File: src/rtl/mmio_pkg.sv
// Shared constants and region decode for the MIPS150 memory-map / I/O controller.
// Region nibble patterns and I/O register offsets live here so the top and tests agree.
package mmio_pkg;

   localparam logic [3:0] REGION_IO = 4'b1000;

   localparam logic [7:0] TX_STAT = 8'h00;
   localparam logic [7:0] RX_STAT = 8'h04;
   localparam logic [7:0] TX_DATA = 8'h08;
   localparam logic [7:0] RX_DATA = 8'h0C;
   localparam logic [7:0] CYC_CNT = 8'h10;
   localparam logic [7:0] INS_CNT = 8'h14;
   localparam logic [7:0] CNT_CLR = 8'h18;

   typedef enum logic [2:0] {
      REG_NONE,
      REG_DMEM,
      REG_IMEM,
      REG_DMEM_IMEM,
      REG_IO
   } region_e;

   // DMEM is 0xx1, IMEM is 0x1x; an address matching both selects both memories.
   function automatic region_e decode_region(input logic [3:0] nib);
      region_e r;
      r = REG_NONE;
      if (nib == REGION_IO)
         r = REG_IO;
      else if (!nib[3] && nib[0] && nib[1])
         r = REG_DMEM_IMEM;
      else if (!nib[3] && nib[0])
         r = REG_DMEM;
      else if (!nib[3] && nib[1])
         r = REG_IMEM;
      return r;
   endfunction

endpackage

File: src/rtl/mmio_rx_fifo.sv
// Small synchronous FIFO for UART receive bytes; head is visible without a pop.
// Count carries one extra bit so a full FIFO is distinguishable from an empty one.
module mmio_rx_fifo #(
   parameter int DEPTH = 4,
   parameter int W     = 8
) (
   input  logic         clk,
   input  logic         rst,
   input  logic         push,
   input  logic         pop,
   input  logic [W-1:0] wdata,
   output logic         full,
   output logic         empty,
   output logic [W-1:0] head
);

   localparam int AW = (DEPTH > 1) ? $clog2(DEPTH) : 1;

   logic [W-1:0]  r_mem [DEPTH];
   logic [AW-1:0] r_wr_ptr;
   logic [AW-1:0] r_rd_ptr;
   logic [AW:0]   r_count;
   logic          w_push;
   logic          w_pop;

   assign full   = (r_count == (AW+1)'(DEPTH));
   assign empty  = (r_count == '0);
   assign head   = r_mem[r_rd_ptr];
   assign w_push = push & ~full;
   assign w_pop  = pop & ~empty;

   always_ff @(posedge clk) begin
      if (w_push)
         r_mem[r_wr_ptr] <= wdata;
   end

   always_ff @(posedge clk) begin
      if (rst) begin
         r_wr_ptr <= '0;
         r_rd_ptr <= '0;
         r_count  <= '0;
      end else begin
         if (w_push)
            r_wr_ptr <= r_wr_ptr + 1'b1;
         if (w_pop)
            r_rd_ptr <= r_rd_ptr + 1'b1;
         case ({w_push, w_pop})
            2'b10:   r_count <= r_count + 1'b1;
            2'b01:   r_count <= r_count - 1'b1;
            default: r_count <= r_count;
         endcase
      end
   end

endmodule

File: src/rtl/mmio_io_ctrl.sv
// Memory-map and I/O controller: store-mask steering, I/O read mux, UART TX/RX buffering.
// Define MMIO_COUNTERS_EN to build the cycle / retired-instruction counters (0x10/0x14/0x18).
module mmio_io_ctrl
   import mmio_pkg::*;
#(
   parameter int RX_DEPTH = 4,
   parameter int CNT_W    = 32
) (
   input  logic        clk,
   input  logic        rst,
   input  logic [31:0] addr,
   input  logic [3:0]  store_mask_in,
   input  logic [31:0] store_data,
   input  logic        is_load,
   input  logic        instr_retire,
   output logic [3:0]  store_mask_dmem,
   output logic [3:0]  store_mask_imem,
   output logic        load_dmem_or_io,
   output logic [31:0] io_rdata,
   output logic [7:0]  tx_data,
   output logic        tx_valid,
   input  logic        tx_ready,
   input  logic [7:0]  rx_data,
   input  logic        rx_valid,
   output logic        rx_ready
);

   region_e    w_region;
   logic       w_is_io;
   logic [7:0] w_off;
   logic       w_io_wr;
   logic       w_wr_tx;
   logic       w_pop;
   logic       w_full;
   logic       w_empty;
   logic [7:0] w_head;
   logic [7:0] r_tx_data;
   logic       r_tx_valid;

   assign w_region = decode_region(addr[31:28]);
   assign w_is_io  = (w_region == REG_IO);
   assign w_off    = addr[7:0];
   assign w_io_wr  = w_is_io & (store_mask_in == 4'b1111);
   assign w_wr_tx  = w_io_wr & (w_off == TX_DATA);
   assign w_pop    = is_load & w_is_io & (w_off == RX_DATA);

   assign store_mask_dmem = (w_region == REG_DMEM || w_region == REG_DMEM_IMEM) ? store_mask_in : 4'b0000;
   assign store_mask_imem = (w_region == REG_IMEM || w_region == REG_DMEM_IMEM) ? store_mask_in : 4'b0000;
   assign load_dmem_or_io = is_load & w_is_io;

   // A new byte may replace one the transmitter is taking this very cycle.
   always_ff @(posedge clk) begin
      if (rst) begin
         r_tx_valid <= 1'b0;
         r_tx_data  <= 8'h00;
      end else if (w_wr_tx && (!r_tx_valid || tx_ready)) begin
         r_tx_valid <= 1'b1;
         r_tx_data  <= store_data[7:0];
      end else if (r_tx_valid && tx_ready) begin
         r_tx_valid <= 1'b0;
      end
   end

   assign tx_valid = r_tx_valid;
   assign tx_data  = r_tx_data;
   assign rx_ready = ~w_full;

   mmio_rx_fifo #(
      .DEPTH (RX_DEPTH),
      .W     (8)
   ) u_rx_fifo (
      .clk   (clk),
      .rst   (rst),
      .push  (rx_valid & ~w_full),
      .pop   (w_pop),
      .wdata (rx_data),
      .full  (w_full),
      .empty (w_empty),
      .head  (w_head)
   );

`ifdef MMIO_COUNTERS_EN
   logic [CNT_W-1:0] r_cyc_cnt;
   logic [CNT_W-1:0] r_ins_cnt;
   logic             w_clr;

   assign w_clr = w_io_wr & (w_off == CNT_CLR);

   always_ff @(posedge clk) begin
      if (rst || w_clr) begin
         r_cyc_cnt <= '0;
         r_ins_cnt <= '0;
      end else begin
         r_cyc_cnt <= r_cyc_cnt + 1'b1;
         r_ins_cnt <= r_ins_cnt + CNT_W'(instr_retire);
      end
   end
`else
   logic w_unused_cnt;
   assign w_unused_cnt = instr_retire;
`endif

   logic w_unused;
   assign w_unused = &{1'b0, store_data[31:8], addr[27:8]};

   always_comb begin
      io_rdata = 32'h0;
      if (w_is_io) begin
         case (w_off)
            TX_STAT: io_rdata[0] = ~r_tx_valid;
            RX_STAT: io_rdata[0] = ~w_empty;
            RX_DATA: io_rdata    = w_empty ? 32'h0 : {24'h0, w_head};
`ifdef MMIO_COUNTERS_EN
            CYC_CNT: io_rdata    = 32'(r_cyc_cnt);
            INS_CNT: io_rdata    = 32'(r_ins_cnt);
`endif
            default: io_rdata    = 32'h0;
         endcase
      end
   end

endmodule

File: config.mk
export PLATFORM = sky130hd
export DESIGN_NAME = mmio_io_ctrl
export DESIGN_NICKNAME = d
export VERILOG_FILES = /design/src/rtl/mmio_pkg.sv /design/src/rtl/mmio_rx_fifo.sv /design/src/rtl/mmio_io_ctrl.sv
export SDC_FILE = /design/constraint.sdc
export NUM_CORES = 1
export LEC_CHECK = 0
export BUFFER_PORTS_ARGS = -buffer_cell sky130_fd_sc_hd__buf_2
export CAP_MARGIN = 40
export CELL_PAD_IN_SITES_DETAIL_PLACEMENT = 1
export CELL_PAD_IN_SITES_GLOBAL_PLACEMENT = 2
export CORE_ASPECT_RATIO = 0.8
export CORE_MARGIN = 8
export CORE_UTILIZATION = 29
export DETAILED_ROUTE_END_ITERATION = 6
export PLACE_DENSITY = 0.91
export SYNTH_ARGS = -nofsm -noshare
export SYNTH_HDL_FRONTEND = slang
export SYNTH_HIERARCHICAL = 1
export SYNTH_SLANG_ARGS = --single-unit
File: constraint.sdc
create_clock -name clk -period 6.35 [get_ports clk]
set_clock_uncertainty 0.2 [all_clocks]
set_input_delay 0 -clock clk [delete_from_list [all_inputs] [get_ports clk]]
set_output_delay 0 -clock clk [all_outputs]
set_load 0.01 [all_outputs]
---- Word level (Yosys, flattened, before mapping) ----
Memory sizes are Yosys's and may differ from the RTL's. A register that Yosys moved wholly into a read port is not among the register bits.
Index checks and enable logic that the tools add are counted.
word-level totals
  register bits after elaboration ......... 16
  bits in latches ......................... 0
  bits in writable memories ............... 32
  bits in read-only memories .............. 0
  output and inout bits ................... 51
  word-level logic and storage cells ...... 63
  memories ................................ 1
cells by class
  add/subtract/negate cells ............... 4
  $mul .................................... 0
  divide/modulo/power cells ............... 0
  magnitude comparators ................... 0
  equality and inequality tests ........... 12
  shift-type cells ........................ 0
  muxes and demuxes ....................... 17
  bitwise gates (word level) .............. 10
  reductions and logical operators ........ 14
memories
  memory           words  bits a word  rd ports  clocked after Yosys merged registers in  write ports  RTL line            text
  u_rx_fifo.r_mem  4      8            1         1                                        1            mmio_rx_fifo.sv:19  logic [W-1:0] r_mem [DEPTH];
operator list
  kind                   number
  $eq A8 B4 Y1 const B   2
  $mux W8                2
  $mux W2                5
  $eq A4 B4 Y1 const B   2
  $eq A8 B3 Y1 const B   1
  $logic_not A8 Y1       1
  $mux W4                2
  $and A1 B1 Y1          7
  $mux W7                1
  $eq A3 B2 Y1 const B   2
  $eq A3 B3 Y1 const B   2
  $pmux W3 S2            1
  $logic_and A1 B1 Y1    5
  $add A2 B1 Y2 const B  2
  $mux W1                4
  $reduce_bool A2 Y1     2
  $add A3 B1 Y3 const B  1
  $eq A3 B1 Y1 const B   1
  $logic_not A3 Y1       1
  $logic_or A1 B1 Y1     3
  $mux W3                1
  $not A1 Y1             3
  $pmux W1 S3            1
  $sub A3 B1 Y3 const B  1
  other kinds (3)        4

---- Depth between registers and ports, before layout ----
  word-level depth ........................ 12
  mapped depth ............................ 11
  mapped depth without buffers ............ 11

---- By module ----
The synthesis kept the hierarchy.
by module, submodules not included
  module        instances  cells each  area each (sq um)
  mmio_rx_fifo  1          96          1635.3
  mmio_io_ctrl  1          96          830.8

---- Least setup slack after synthesis ----
No wires, ideal clock.
  path type ............................... register -> register
  start point ............................. register u_rx_fifo.r_count[2]
  end point ............................... register u_rx_fifo.r_count[2]
  library setup time ...................... 0.070 ns
  arrival ................................. 2.051 ns
  setup slack ............................. 4.029 ns
  cell stages (with the launch flop) ...... 12
  clock period less this slack ............ 2.321 ns
  cells stage by stage .................... dfxtp_1 -> nor3b_2 -> nor2b_1 -> inv_1 -> nor2_1 -> inv_1 -> ha_1 -> inv_1 -> fa_1 -> xor2_1 -> or3_1 -> a21oi_1
between the ends
  cells in the longest elaborated chain, start to end .. 6
RTL lines
  what                                                      RTL line                                text
  from (decl)                                               mmio_rx_fifo.sv:22                      logic [AW:0] r_count;
  from (signal assigned)                                    mmio_rx_fifo.sv:48                      2'b10: r_count <= r_count + 1'b1;
  from (signal assigned)                                    mmio_rx_fifo.sv:49                      2'b01: r_count <= r_count - 1'b1;
  from (signal assigned)                                    mmio_rx_fifo.sv:50                      default: r_count <= r_count;
  $eq A3 B3 Y1 (*)                                          mmio_rx_fifo.sv:26                      assign full = (r_count == (AW+1)'(DEPTH));
  via w_full                                                mmio_io_ctrl.sv:34                      logic w_full;
  $not A1 Y1 (*)                                            mmio_rx_fifo.sv:29, mmio_io_ctrl.sv:74
  $and A1 B1 Y1                                             mmio_io_ctrl.sv:74                      .push (rx_valid & ~w_full),
  $and A1 B1 Y1 (*)                                         mmio_rx_fifo.sv:29                      assign w_push = push & ~full;
  $eq A2 B1 Y1 / $eq A2 B2 Y1 (equally long branches)       mmio_rx_fifo.sv:47                      case ({w_push, w_pop})
  $pmux W3 S2 / $reduce_bool A2 Y1 (equally long branches)  --
Mark *: on every way through the listed nets, which the timed path passes. The rest lies on a longest branch.
A chain may end at the register's enable or synchronous reset.

---- Worst setup path after layout ----
Ends and elaborated chain as after synthesis.

==> results.toml <==
[placed_design]
io_buffers = 63
globalplace.congestion = 0.680
placed_cell_area_sq_um = 2810
dpl.hpwl_mm = 4.22
dp_slack_ns = 3.75

[critical_path]
critical_path.startpoint_type = "flip-flop"
arrival_ns = 2.63
rr_worst_depth = 11
timing.rr.end = "u_rx_fifo/r_count[2]"
crit_required_ns = 6.39
critPathKind = "reg -> reg"
rrSetupSlack_ns = 3.76
r2r-start = "u_rx_fifo/r_count[2]"
crit_fanout = 6
end_kind = "flip-flop"

[detailed_routing]
vias = 1598
wl_per_cell_um = 14.4
vias_per_cell = 4.11
drt_wl_total_mm = 5.60
drtIter0Drc = 22
drc_errors = 0
drt-pass1-iter-count = 4
ant_nets = 0

[min_path]
hold_start = "store_mask_in[2]"
worstHoldPathType = "in -> reg"
min_path_cells = 5
min_to = "tx_data[1]"

[layout]
ff_latch_area_sq_um = 1320
final_cell_mix = "63 x buf_2, 32 x edfxtp_1, 24 x conb_1"
syn_to_final_growth_pct = 25.2
post-route-util_pct = 36.9
final_common_cell = "buf_2"
diodes = 0
finalNetCount = 364
final_area_sq_um = 3090
drive_gt1_share_pct = 31.8
nFillCells = 935
multi_input_area_sq_um = 990

[clock_tree]
htree_num_levels = 2
cts.sinks = 50
clock_path_buffers = 2
clk_pin_slew_worst_paths_ns = 0.09
clock_latency_ns = 0.30
cts_resized = 0
post-cts-setup-buffers = 0
cts_made_buffers = 5
cts_root_buf = "clkbuf_8"
tritoncts = "yes"

[floorplan]
die_x_um = 119
rows = 30
die_h_um = 98.5
start_util_pct = 29.5
die_area_sq_um = 11700
ios = 133
core_area_sq_um = 8370

[run_status]
outcome = "completed"

[timing]
fin_ws_ns = 3.76
max_freq_ghz = 0.386
setup_violations = 0
fin_crit_ns = 2.59
slew_headroom_pct = 62.0
rsz0062_at_grt = "no"
post-route-period-util_pct = 40.8
tightest_slew_ns = 0.570
hold_viol_final = 0
fin_tns_setup_ns = 0
maxSlewViolCount = 0

[yosys]
seq_area_frac_synth_pct = 53.6
syn_inst = 192
ys_ff_latch = 50
avgSynthCellArea_sq_um = 12.8
ys_warn_count = 6
synth.distinct_cells = 34
netlist_area_sq_um = 2470

[pwr]
p_per_area_nw_per_um2 = 200
leakage_nw = 1.26
power_mw = 0.618
ir_worst_vdd_uv = 77.7

[grt]
grt_antenna_before_repair = 0
busiest_layer = "met2"
grt_util_met1_pct = 10.6
gr-usage-met3_pct = 3.37
grt_pass1_wl_mm = 9.05
first_global_vias = 1790
use_met2_pct = 16.8
track_usage_pct = 9.65
grt_overflow = 0
grt_max_degree = 27

[run]
maxCapViolCount = 0
-- stage by stage --
stage | hold slack (ns) | cells
2_1_floorplan | -0.101 | 215
3_3_place_gp | 0.0146 | 362
3_5_place_dp | 0.0273 | 362
4_1_cts | 0.0611 | 389
5_1_grt | 0.0896 | 389
6_report | 0.0631 | 389
-- final cells by class --
| type | count | share of cell area [%] |
|---|---|---|
| multi-input cells | 127 | 32.1 |
| flip-flops and latches | 50 | 42.8 |
| well taps | 112 | 4.54 |
| repair buffers | 83 | 16.6 |
| clock buffers | 5 | 2.23 |
| inverters | 9 | 1.09 |
| clock inverters | 3 | 0.649 |
-- critical path, cell delays in order, from the launching register on --
cell and delay, ns:
dfxtp_1 0.41, nor3b_2 0.34, nor2b_1 0.08, inv_1 0.09, nor2_1 0.10, inv_1 0.09
ha_1 0.17, inv_1 0.06, fa_1 0.37, xor2_1 0.16, or3_1 0.31, a21oi_1 0.14
-- per-layer routing --
metal  wire length, um  vias up  part of all wire [%]
met3               349        5                   6.2
met1              2420      764                    43
met5                 0        -                     0
li1                  -      782                     -
met4                68        0                   1.2
met2              2760       47                    49
-- power by group --
part	leakage (nW)	switching [mW]	internal (mW)
sequential	0.439	0.00575	0.357
clock	0.0422	0.109	0.0777
combinational	0.776	0.0359	0.0326
total	1.26	0.150	0.467
-- synthesized netlist by cell type (all sizes together) --
master / n / area share, %
dfxtp: 18 / 15
and4: 1 / 0.41
nor2b: 5 / 1.3
or3: 3 / 0.76
mux2i: 9 / 3.7
and3: 2 / 0.51
and2: 20 / 5.1
conb: 1 / 0.15
o21ba: 1 / 0.41
a21oi: 4 / 0.81
nor3: 1 / 0.41
xor2: 3 / 1.1
o21ai: 3 / 0.61
ha: 5 / 2.5
edfxtp: 32 / 39
buf: 28 / 8.3
clkbuf: 1 / 0.15
nand3: 1 / 0.20
inv: 9 / 1.4
nor3b: 1 / 0.51
nand2b: 20 / 5.1
mux4: 8 / 7.3
nor2: 8 / 1.2
fa: 1 / 0.81
nor4b: 1 / 0.96
o31ai: 1 / 0.51
nand4: 1 / 0.51
nor4: 2 / 1.4
nand2: 1 / 0.15
o32ai: 1 / 0.36
-- sequential cells by signal, indices dropped and copies added (netlist names), named ones only --
name                cells
u_rx_fifo/r_rd_ptr      2
u_rx_fifo/r_count       3
tx_valid                1
tx_data                 8
u_rx_fifo/r_mem        32
u_rx_fifo/r_wr_ptr      2
-- worst max-delay path by stage --
stage                    startpoint                    to  slack [ns]  depth (start not counted)
6_report       u_rx_fifo/r_count[2]  u_rx_fifo/r_count[2]        3.76                         11
5_1_grt        u_rx_fifo/r_count[2]  u_rx_fifo/r_count[2]        3.51                         11
4_1_cts        u_rx_fifo/r_count[2]  u_rx_fifo/r_count[2]        3.74                         11
3_5_place_dp   u_rx_fifo/r_count[2]  u_rx_fifo/r_count[2]        3.75                         11
3_3_place_gp   u_rx_fifo/r_count[2]  u_rx_fifo/r_count[2]        3.84                         11
2_1_floorplan  u_rx_fifo/r_count[2]  u_rx_fifo/r_count[2]        4.03                         11
-- kinds of logic after synthesis --
| kind of cell | synth area share [%] |
|---|---|
| other | 0.152 |
| flip-flops | 53.6 |
| multiplexers | 11.0 |
| adder cells (fa/ha/maj) | 3.35 |
| XOR/XNOR | 1.07 |
| AO/OA/AOI/OAI | 2.69 |
| AND/OR/NAND/NOR | 18.4 |
| buffers and inverters | 9.79 |
-- repair_timing --
action                                 in CTS  in global routing
endpoints found under the hold margin      49                  0
setup endpoints to repair                   0                  0
hold buffers                               19                  0
Note: power is estimated with default switching activity, not from simulation.
